[src/rtl/mem_load_pkg.sv]
// mem_load_pkg: shared types and lane-extraction helpers for mem_load_unit.
//   load_size_e  - request size encoding (byte / half / word / reserved)
//   load_rsp_t   - response payload {data, err}
//   load_err     - misalignment / reserved-size check for a request
//   extend_lane  - select the addressed lane of a 32-bit word and extend it
package mem_load_pkg;

  typedef enum logic [1:0] {
    LS_BYTE = 2'b00,
    LS_HALF = 2'b01,
    LS_WORD = 2'b10,
    LS_RSVD = 2'b11
  } load_size_e;

  typedef struct packed {
    logic [31:0] data;
    logic        err;
  } load_rsp_t;

  function automatic logic load_err(input logic [1:0] off, input load_size_e size);
    logic err;
    case (size)
      LS_BYTE: err = 1'b0;
      LS_HALF: err = off[0];
      LS_WORD: err = (off != 2'b00);
      default: err = 1'b1;
    endcase
    return err;
  endfunction

  // Little-endian lane select; word loads ignore sext. Erroring requests return zero data.
  function automatic load_rsp_t extend_lane(input logic [31:0] word, input logic [1:0] off,
                                            input load_size_e size, input logic sext);
    load_rsp_t   rsp;
    logic [7:0]  lane8;
    logic [15:0] lane16;
    case (off)
      2'd0:    lane8 = word[7:0];
      2'd1:    lane8 = word[15:8];
      2'd2:    lane8 = word[23:16];
      default: lane8 = word[31:24];
    endcase
    lane16   = off[1] ? word[31:16] : word[15:0];
    rsp.err  = load_err(off, size);
    rsp.data = '0;
    if (!rsp.err) begin
      case (size)
        LS_BYTE: rsp.data = {{24{sext & lane8[7]}}, lane8};
        LS_HALF: rsp.data = {{16{sext & lane16[15]}}, lane16};
        LS_WORD: rsp.data = word;
        default: rsp.data = '0;
      endcase
    end
    return rsp;
  endfunction

endpackage

[src/rtl/mem_load_rsp_fifo.sv]
// mem_load_rsp_fifo: circular response buffer with occupancy count.
//   clk, rst         - clock, asynchronous active-low reset
//   push, pushData   - write an entry (ignored when full)
//   pop              - drop the head entry (ignored when empty)
//   popData          - head entry (meaningful only when count != 0)
//   count            - number of stored entries
// DEPTH must be a power of two so the pointers wrap by natural overflow.
module mem_load_rsp_fifo #(
  parameter int unsigned WIDTH = 33,
  parameter int unsigned DEPTH = 4
) (
  input  logic                         clk,
  input  logic                         rst,
  input  logic                         push,
  input  logic [WIDTH-1:0]             pushData,
  input  logic                         pop,
  output logic [WIDTH-1:0]             popData,
  output logic [$clog2(DEPTH+1)-1:0]   count
);

  localparam int unsigned PtrW = $clog2(DEPTH);
  localparam int unsigned CntW = $clog2(DEPTH + 1);

  logic [WIDTH-1:0] storage [DEPTH];
  logic [PtrW-1:0]  wrPtrQ, rdPtrQ;
  logic [CntW-1:0]  countQ;
  logic             doPush, doPop;

  always_comb begin
    doPop  = pop && (countQ != '0);
    doPush = push && (countQ != CntW'(DEPTH));
  end

  always_ff @(posedge clk or negedge rst) begin
    if (!rst) begin
      wrPtrQ <= '0;
      rdPtrQ <= '0;
      countQ <= '0;
    end else begin
      if (doPush) wrPtrQ <= wrPtrQ + 1'b1;
      if (doPop)  rdPtrQ <= rdPtrQ + 1'b1;
      case ({doPush, doPop})
        2'b10:   countQ <= countQ + 1'b1;
        2'b01:   countQ <= countQ - 1'b1;
        default: countQ <= countQ;
      endcase
    end
  end

  // Payload storage needs no reset: count gates whether it is observed.
  always_ff @(posedge clk) begin
    if (doPush) storage[wrPtrQ] <= pushData;
  end

  assign popData = storage[rdPtrQ];
  assign count   = countQ;

endmodule

[src/rtl/mem_load_unit.sv]
// mem_load_unit: load path from the MIPS core into DataMemory's synchronous read port.
//   clk, rst                           - clock, asynchronous active-low reset
//   req_valid/req_ready                - load request handshake
//   req_addr, req_size, req_signed     - byte address, size (byte/half/word/rsvd), sign-extend
//   mem_rd_addr, mem_rd_data           - DataMemory word read port (1-cycle latency)
//   rsp_valid/rsp_ready                - buffered response handshake
//   rsp_data, rsp_err                  - extended load data, misaligned/reserved flag
// Optional macro LOAD_FWD_EN adds wr_en/wr_addr/wr_data so a store to the word being read
// in the issue cycle is forwarded to the load instead of the stale rd_data.
module mem_load_unit
  import mem_load_pkg::*;
#(
  parameter int unsigned ADDR_W    = 11,
  parameter int unsigned DATA_W    = 32,
  parameter int unsigned RSP_DEPTH = 4
) (
  input  logic              clk,
  input  logic              rst,
  input  logic              req_valid,
  output logic              req_ready,
  input  logic [ADDR_W-1:0] req_addr,
  input  logic [1:0]        req_size,
  input  logic              req_signed,
  output logic [ADDR_W-3:0] mem_rd_addr,
  input  logic [DATA_W-1:0] mem_rd_data,
`ifdef LOAD_FWD_EN
  input  logic              wr_en,
  input  logic [ADDR_W-3:0] wr_addr,
  input  logic [DATA_W-1:0] wr_data,
`endif
  output logic              rsp_valid,
  input  logic              rsp_ready,
  output logic [DATA_W-1:0] rsp_data,
  output logic              rsp_err
);

  localparam int unsigned CntW = $clog2(RSP_DEPTH + 1);
  localparam int unsigned RspW = $bits(load_rsp_t);

  logic              aliveQ;
  logic [ADDR_W-3:0] rdAddrQ;
  logic              inflightQ;
  logic [1:0]        s1OffQ;
  load_size_e        s1SizeQ;
  logic              s1SignedQ;
  logic              s1ErrQ;

  logic              accept;
  logic              issueErr;
  logic [CntW:0]     used;
  logic [CntW-1:0]   fifoCount;
  logic [31:0]       loadWord;
  load_rsp_t         pushRsp;
  load_rsp_t         headRsp;
  logic [RspW-1:0]   headBits;
  logic              fifoPop;

  // Credits cover both buffered and in-flight responses, so a push never finds the FIFO full.
  // aliveQ keeps req_ready low throughout reset and for the edge that releases it.
  always_comb begin
    used      = {1'b0, fifoCount} + (CntW + 1)'(inflightQ);
    req_ready = aliveQ && (used < (CntW + 1)'(RSP_DEPTH));
    accept    = req_valid && req_ready;
    // Combinational on accept so DataMemory returns the word one cycle later.
    mem_rd_addr = accept ? req_addr[ADDR_W-1:2] : rdAddrQ;
    issueErr    = load_err(req_addr[1:0], load_size_e'(req_size));
  end

  always_ff @(posedge clk or negedge rst) begin
    if (!rst) begin
      aliveQ    <= 1'b0;
      rdAddrQ   <= '0;
      inflightQ <= 1'b0;
      s1OffQ    <= '0;
      s1SizeQ   <= LS_BYTE;
      s1SignedQ <= 1'b0;
      s1ErrQ    <= 1'b0;
    end else begin
      aliveQ    <= 1'b1;
      rdAddrQ   <= mem_rd_addr;
      inflightQ <= accept;
      if (accept) begin
        s1OffQ    <= req_addr[1:0];
        s1SizeQ   <= load_size_e'(req_size);
        s1SignedQ <= req_signed;
        s1ErrQ    <= issueErr;
      end
    end
  end

`ifdef LOAD_FWD_EN
  logic              fwdHitQ;
  logic [DATA_W-1:0] fwdDataQ;

  always_ff @(posedge clk or negedge rst) begin
    if (!rst) begin
      fwdHitQ  <= 1'b0;
      fwdDataQ <= '0;
    end else begin
      fwdHitQ  <= accept && wr_en && (wr_addr == mem_rd_addr);
      fwdDataQ <= wr_data;
    end
  end

  assign loadWord = fwdHitQ ? fwdDataQ : mem_rd_data;
`else
  assign loadWord = mem_rd_data;
`endif

  always_comb begin
    if (s1ErrQ) begin
      pushRsp = load_rsp_t'{data: 32'h0, err: 1'b1};
    end else begin
      pushRsp = extend_lane(loadWord, s1OffQ, s1SizeQ, s1SignedQ);
    end
  end

  mem_load_rsp_fifo #(
    .WIDTH (RspW),
    .DEPTH (RSP_DEPTH)
  ) u_rsp_fifo (
    .clk      (clk),
    .rst      (rst),
    .push     (inflightQ),
    .pushData (pushRsp),
    .pop      (fifoPop),
    .popData  (headBits),
    .count    (fifoCount)
  );

  // Outputs are forced to zero when empty so stale storage never leaks out.
  always_comb begin
    headRsp   = load_rsp_t'(headBits);
    rsp_valid = (fifoCount != '0);
    fifoPop   = rsp_valid && rsp_ready;
    rsp_data  = rsp_valid ? headRsp.data : '0;
    rsp_err   = rsp_valid && headRsp.err;
  end

endmodule

[config.mk]
export PLATFORM = sky130hd
export DESIGN_NAME = mem_load_unit
export DESIGN_NICKNAME = d
export VERILOG_FILES = /design/src/rtl/mem_load_pkg.sv /design/src/rtl/mem_load_rsp_fifo.sv /design/src/rtl/mem_load_unit.sv
export SDC_FILE = /design/constraint.sdc
export NUM_CORES = 1
export LEC_CHECK = 0
export ABC_CLOCK_PERIOD_IN_PS = 5000
export CORE_MARGIN = 3
export CORE_UTILIZATION = 55
export CTS_CLUSTER_DIAMETER = 120
export DETAILED_ROUTE_END_ITERATION = 6
export DONT_BUFFER_PORTS = 1
export PLACE_DENSITY = 0.7
export REMOVE_ABC_BUFFERS = 1
export SYNTH_ARGS = -nofsm -noshare
export SYNTH_HDL_FRONTEND = slang
export SYNTH_SLANG_ARGS = --single-unit
[constraint.sdc]
create_clock -name clk -period 5 [get_ports clk]
set_input_delay 1 -clock clk [delete_from_list [all_inputs] [get_ports clk]]
set_output_delay 1 -clock clk [all_outputs]
set_load 0.005 [all_outputs]
=== Word-level counts from Yosys, hierarchy flattened ===
Memories as Yosys holds them, arrays and structs flattened.
Index checks and enable logic that the tools add are counted.

* Bits in registers: 24
* Memory bits (writable): 132
* Input port bits: 50
* Word-level logic and storage cells: 55
* Memories kept: 1

* Add/subtract/negate cells: 5
* $lt $le $gt $ge: 1
* Equal/unequal tests: 9
* Multiplexer cells: 14
* Bitwise gates (word level): 2
* Reductions and logical operators: 13

{| class="wikitable"
|+ Memory list
! name !! depth !! width !! read ports !! clocked after Yosys merged registers in !! write ports !! line !! source
|-
| u_rsp_fifo.storage || 4 || 33 || 1 || 0 || 1 || mem_load_rsp_fifo.sv:24 || <nowiki>logic [WIDTH-1:0] storage [DEPTH];</nowiki>
|}

{| class="wikitable"
|+ Operator list
! cell !! count
|-
| one-hot mux 32 bit (3 select lines) || 1
|-
| two-way mux 32 bit || 2
|-
| two-way mux 33 bit || 1
|-
| one-hot mux 8 bit (3 select lines) || 1
|-
| two-way mux 16 bit || 1
|-
| two-way mux 9 bit || 1
|-
| equality test 2 x 1 -> 1 bit (second input constant) || 4
|-
| equality test 2 bit (second input constant) || 4
|-
| two-way mux 8 bit || 1
|-
| logical AND 1 bit || 6
|-
| logical NOT 2 bit || 3
|-
| one-hot mux 1 bit (3 select lines) || 2
|-
| one-hot mux 3 bit (2 select lines) || 1
|-
| nonzero test 2 bit || 3
|-
| adder 2 x 1 -> 2 bit (second input constant) || 2
|-
| adder 3 x 1 -> 4 bit || 1
|-
| < comparator 4 x 3 -> 1 bit (second input constant) || 1
|-
| adder 3 x 1 -> 3 bit (second input constant) || 1
|-
| two-way mux 1 bit || 3
|-
| inequality test 3 bit (second input constant) || 1
|-
| nonzero test 3 bit || 1
|-
| subtractor 3 x 1 -> 3 bit (second input constant) || 1
|-
| bitwise AND 1 bit || 2
|}

=== Longest topological paths before layout ===
* Depth in word-level cells: 7
* Gate-level depth with buffers: 9

=== Hierarchy ===
From an unflattened synthesis, not the netlist that was laid out.

* Cell total of the unflattened synthesis: 438
* Area, all modules: 7210.7 sq um

{| class="wikitable"
|+ By module, submodules not included
! module !! instances !! cells each !! area each (sq um) !! sequential area each (sq um)
|-
| mem_load_rsp_fifo || 1 || 210 || 5230.0 || 4139.0
|-
| mem_load_unit || 1 || 228 || 1980.6 || 425.4
|}

=== Worst setup path after synthesis ===
OpenSTA, ideal clock, no wires.

* Path type: input port to output port
* From: in req_valid
* To: out mem_rd_addr[0]
* Data arrival time: 1.517 ns
* Required time: 4.000 ns
* Path slack: 2.483 ns
* Cell stages on the path: 2
* Path buffers: 0
* Path through: nand3_2 > mux2_2

* Word-level cells in the longest chain between the ends: 2

{| class="wikitable"
|+ RTL lines
! element !! line !! source
|-
| from (decl) || mem_load_unit.sv:19 || <nowiki>input logic req_valid,</nowiki>
|-
| logical AND 1 bit || mem_load_unit.sv:63 || <nowiki>accept = req_valid && req_ready;</nowiki>
|-
| two-way mux 9 bit || mem_load_unit.sv:65 || <nowiki>mem_rd_addr = accept ? req_addr[ADDR_W-1:2] : rdAddrQ;</nowiki>
|-
| to (decl) || mem_load_unit.sv:24 || <nowiki>output logic [ADDR_W-3:0] mem_rd_addr,</nowiki>
|}

Every way passes these cells.

=== Worst setup path after layout ===
* From: reg u_rsp_fifo.rdPtrQ[0]
* To: out rsp_data[24]

* Word-level cells in the longest chain between the ends: 2

{| class="wikitable"
|+ RTL lines
! element !! line !! source
|-
| from (decl) || mem_load_rsp_fifo.sv:25 || <nowiki>logic [PtrW-1:0] wrPtrQ, rdPtrQ;</nowiki>
|-
| from (signal assigned) || mem_load_rsp_fifo.sv:41 || <nowiki>if (doPop) rdPtrQ <= rdPtrQ + 1'b1;</nowiki>
|-
| memory (4 x 33 bit) || n/a ||
|-
| two-way mux 32 bit || mem_load_unit.sv:136 || <nowiki>rsp_data = rsp_valid ? headRsp.data : '0;</nowiki>
|-
| to (decl) || mem_load_unit.sv:33 || <nowiki>output logic [DATA_W-1:0] rsp_data,</nowiki>
|}

Every way passes these cells.

==> flow_summary.ini <==
[cts]
clock_sinks = 156
path_clk_slew_ns = 0.06
htreeDepth = 4
clock_latency_ns = 0.42
cts_root_buf = clkbuf_16
hold_buffers = 0
post_cts_resized = 0
cts_buffers = 17
clockBufferDepth = 2
cts_tree = yes
postCtsSetupBuffers = 0

[setup_path]
crit_required_ns = 4.00
max_stage_delay_ns = 0.59
end_kind = output port
crit_path_cell_trace = buf_4 > mux4_2 > and2_1
path_max_fanout = 25
cp_data_arrival_time_ns = 2.33
cp-start-kind = register
criticalPathCategory = register to output port
crit_slowest_cell = dfrtp_2

[placement]
gp_congestion = 0.771
place_hpwl_mm = 9.18
io_buffers = 0

[drt]
viasPerCell = 6.18
routedWlPerCell_um = 23.2
drt_iter0_drc = 265
antenna_left = 0
wl_mm = 14.5
route.detailed.drc = 0
vias = 3851
first_pass_iters = 5

[die]
core_um2 = 12800
die_y_um = 121
die_w_um = 121
ios = 94
initial_utilization_pct = 57.0
dieArea_um2 = 14700
row_count = 41

[synthesis]
yosysTopAreaCell = edfxtp_1
yosysMostFrequentCell = edfxtp_1
synthDistinctLibCells = 46
synthArstFlopShare_pct = 15.4
synth_edf_count = 132
synth_area_um2 = 7280
synthFlopType = edfxtp_1
synthAdderAreaFrac_pct = 1.13
syn_area_per_cell_um2 = 16.4
synth_compound_area_share_pct = 7.23
synthMuxAreaShare_pct = 16.6
synth_top_area_share_pct = 54.4
synth_top_family_by_area = multiplexers
synth_cells = 443
synthSimpleGateAreaFrac_pct = 7.35
yosysSeqAreaShare_pct = 62.7
ys_top_cells_by_area = edfxtp_1 54%, mux4_2 10%, dfrtp_1 8.2%
ys_ff_latch = 156
synthXorXnorAreaFrac_pct = 0.721
yosys_warnings = 0
yosys-top-cells-count = 132 x edfxtp_1, 39 x and2_1, 33 x mux4_2

[finish]
area_delta_synth_final_pct = 8.23
layout.nets = 494
fill_cells = 928
layout-drive-gt1-share_pct = 25.5
antenna_cells = 0

[grt]
grt_max_degree = 37
grt.total_usage_pct = 21.5
grt_pass1_wl_mm = 23.0
grt_pass1_vias = 4101
antenna_found_initial = 0
grt-ovfl-total = 0

[sta]
hold_viol_final = 0
fin_setup_tns_ns = 0
rsz0062_at_grt = no
tightestPinTransition_ns = 1.02
setup_viol_count_final = 0
period_minus_slack_ns = 3.33
drv_slew = 0
fmax_mhz = 300
fin_crit_sh_pct = 66.7
max-slew-margin-rel_pct = 31.4
hold_slack_ns = 0.271
fin_skew_ns = 0.00576

[job]
max_cap_viol_count = 0

[min_path]
hp-class = primary input to asynchronous set/reset pin

[run_status]
status = finished, final reports clean

[power_and_ir_drop]
worst_ir_drop_vdd_mv = 0.363
p_leak_nw = 2.67
p_total_w = 0.00481
powerDensity_nw_per_um2 = 610
## critical path, delay by kind of cell, from the launching register on
family | cells | cell delay [ns]
and+or+nand+nor | 1 | 0.20
buffers and inverters | 1 | 0.52
DFF | 1 | 0.59
muxes | 1 | 0.59
## placed cells by master (no fill, tap or decap), types with 2 or more instances in the layout
| cell | count |
|---|---|
| edfxtp_1 | 132 |
| and2_1 | 39 |
| mux4_2 | 33 |
| mux2_2 | 28 |
| dfrtp_1 | 23 |
| a31oi_1 | 17 |
| nand2_1 | 17 |
| clkbuf_16 | 17 |
| buf_4 | 10 |
| mux2i_1 | 9 |
| o21a_1 | 9 |
| inv_1 | 8 |
| a22oi_1 | 8 |
| a21oi_1 | 8 |
| a211oi_1 | 7 |
| nand2b_1 | 7 |
| nand3b_1 | 7 |
| a21o_1 | 7 |
| a221oi_1 | 6 |
| ha_1 | 5 |
| mux2_4 | 4 |
| nor2b_1 | 3 |
| nor2_1 | 3 |
| xnor2_1 | 3 |
| xor2_1 | 3 |
| bufinv_16 | 3 |
| clkbuf_1 | 3 |
| clkinv_2 | 3 |
| o21ai_0 | 2 |
| a211oi_2 | 2 |
| nand3_1 | 2 |
| clkinvlp_4 | 2 |
| inv_6 | 2 |
| clkinv_1 | 2 |
## sequential cells by signal (all words and copies together) (netlist names)
name,cells
u_rsp_fifo.count,3
aliveQ,1
rdAddrQ,9
s1ErrQ,1
s1SizeQ,2
s1SignedQ,1
s1OffQ,2
u_rsp_fifo.wrPtrQ,2
u_rsp_fifo.rdPtrQ,2
u_rsp_fifo.storage,132
inflightQ,1
## layer usage
layer | GRT usage (%) | part of all wire (%)
met1 | 26.1 | 38
met2 | 34.2 | 49
met3 | 9.37 | 11
met4 | 7.72 | 1.5
met5 | 0 | 0
## layout make-up
type                       count  area, um^2  share of cell area [%]
multi-input combinational    244        2410                    30.6
clock inverter                12         145                    1.84
timing repair buffer          10        75.1                   0.952
sequential                   156        4570                    57.9
inverter                       9        33.8                   0.429
clock buffer                  20         437                    5.54
tap                          172         215                    2.73
## path summary, 6_finish.rpt
kind / from / endpoint / slack [ns] / depth (start not counted)
worst max register to register: u_rsp_fifo.count[2] / u_rsp_fifo.count[2] / 2.37 / 8
max in group asynchronous: rst / u_rsp_fifo.rdPtrQ[0] / 4.64 / 0
worst max-delay path: u_rsp_fifo.rdPtrQ[0] / rsp_data[24] / 1.67 / 3
worst min-delay path: rst / rdAddrQ[6] / 0.27 / 0
worst min register to register: rdAddrQ[8] / rdAddrQ[8] / 0.51 / 1
min in group clk: rdAddrQ[8] / rdAddrQ[8] / 0.51 / 1
## stage by stage
step	area [um^2]	std cells	setup slack (ns)	util [%]
3_3_place_gp	7300	591	2.07	57.2
3_5_place_dp	7300	591	2.04	57.2
4_1_cts	7880	623	1.58	61.7
5_1_grt	7880	623	1.49	61.7
2_1_floorplan	7010	409	1.74	-
6_report	7880	623	1.67	61.7
## kinds of logic after synthesis
family                   after synthesis
buffers and inverters                 43
adder cells (fa/ha/maj)                6
XOR/XNOR                               6
AND/OR/NAND/NOR                       86
multiplexers                          74
AO/OA/AOI/OAI                         71
flip-flops                           156
other                                  1
## where the power goes
part	switching, W	leakage (nW)	internal [W]
combinational	0.000906	0.886	0.000742
sequential	0.000158	1.51	0.00174
clock	0.000481	0.280	0.000781
total	0.00155	2.67	0.00326
No activity file was read; power rests on OpenSTA's default activity.
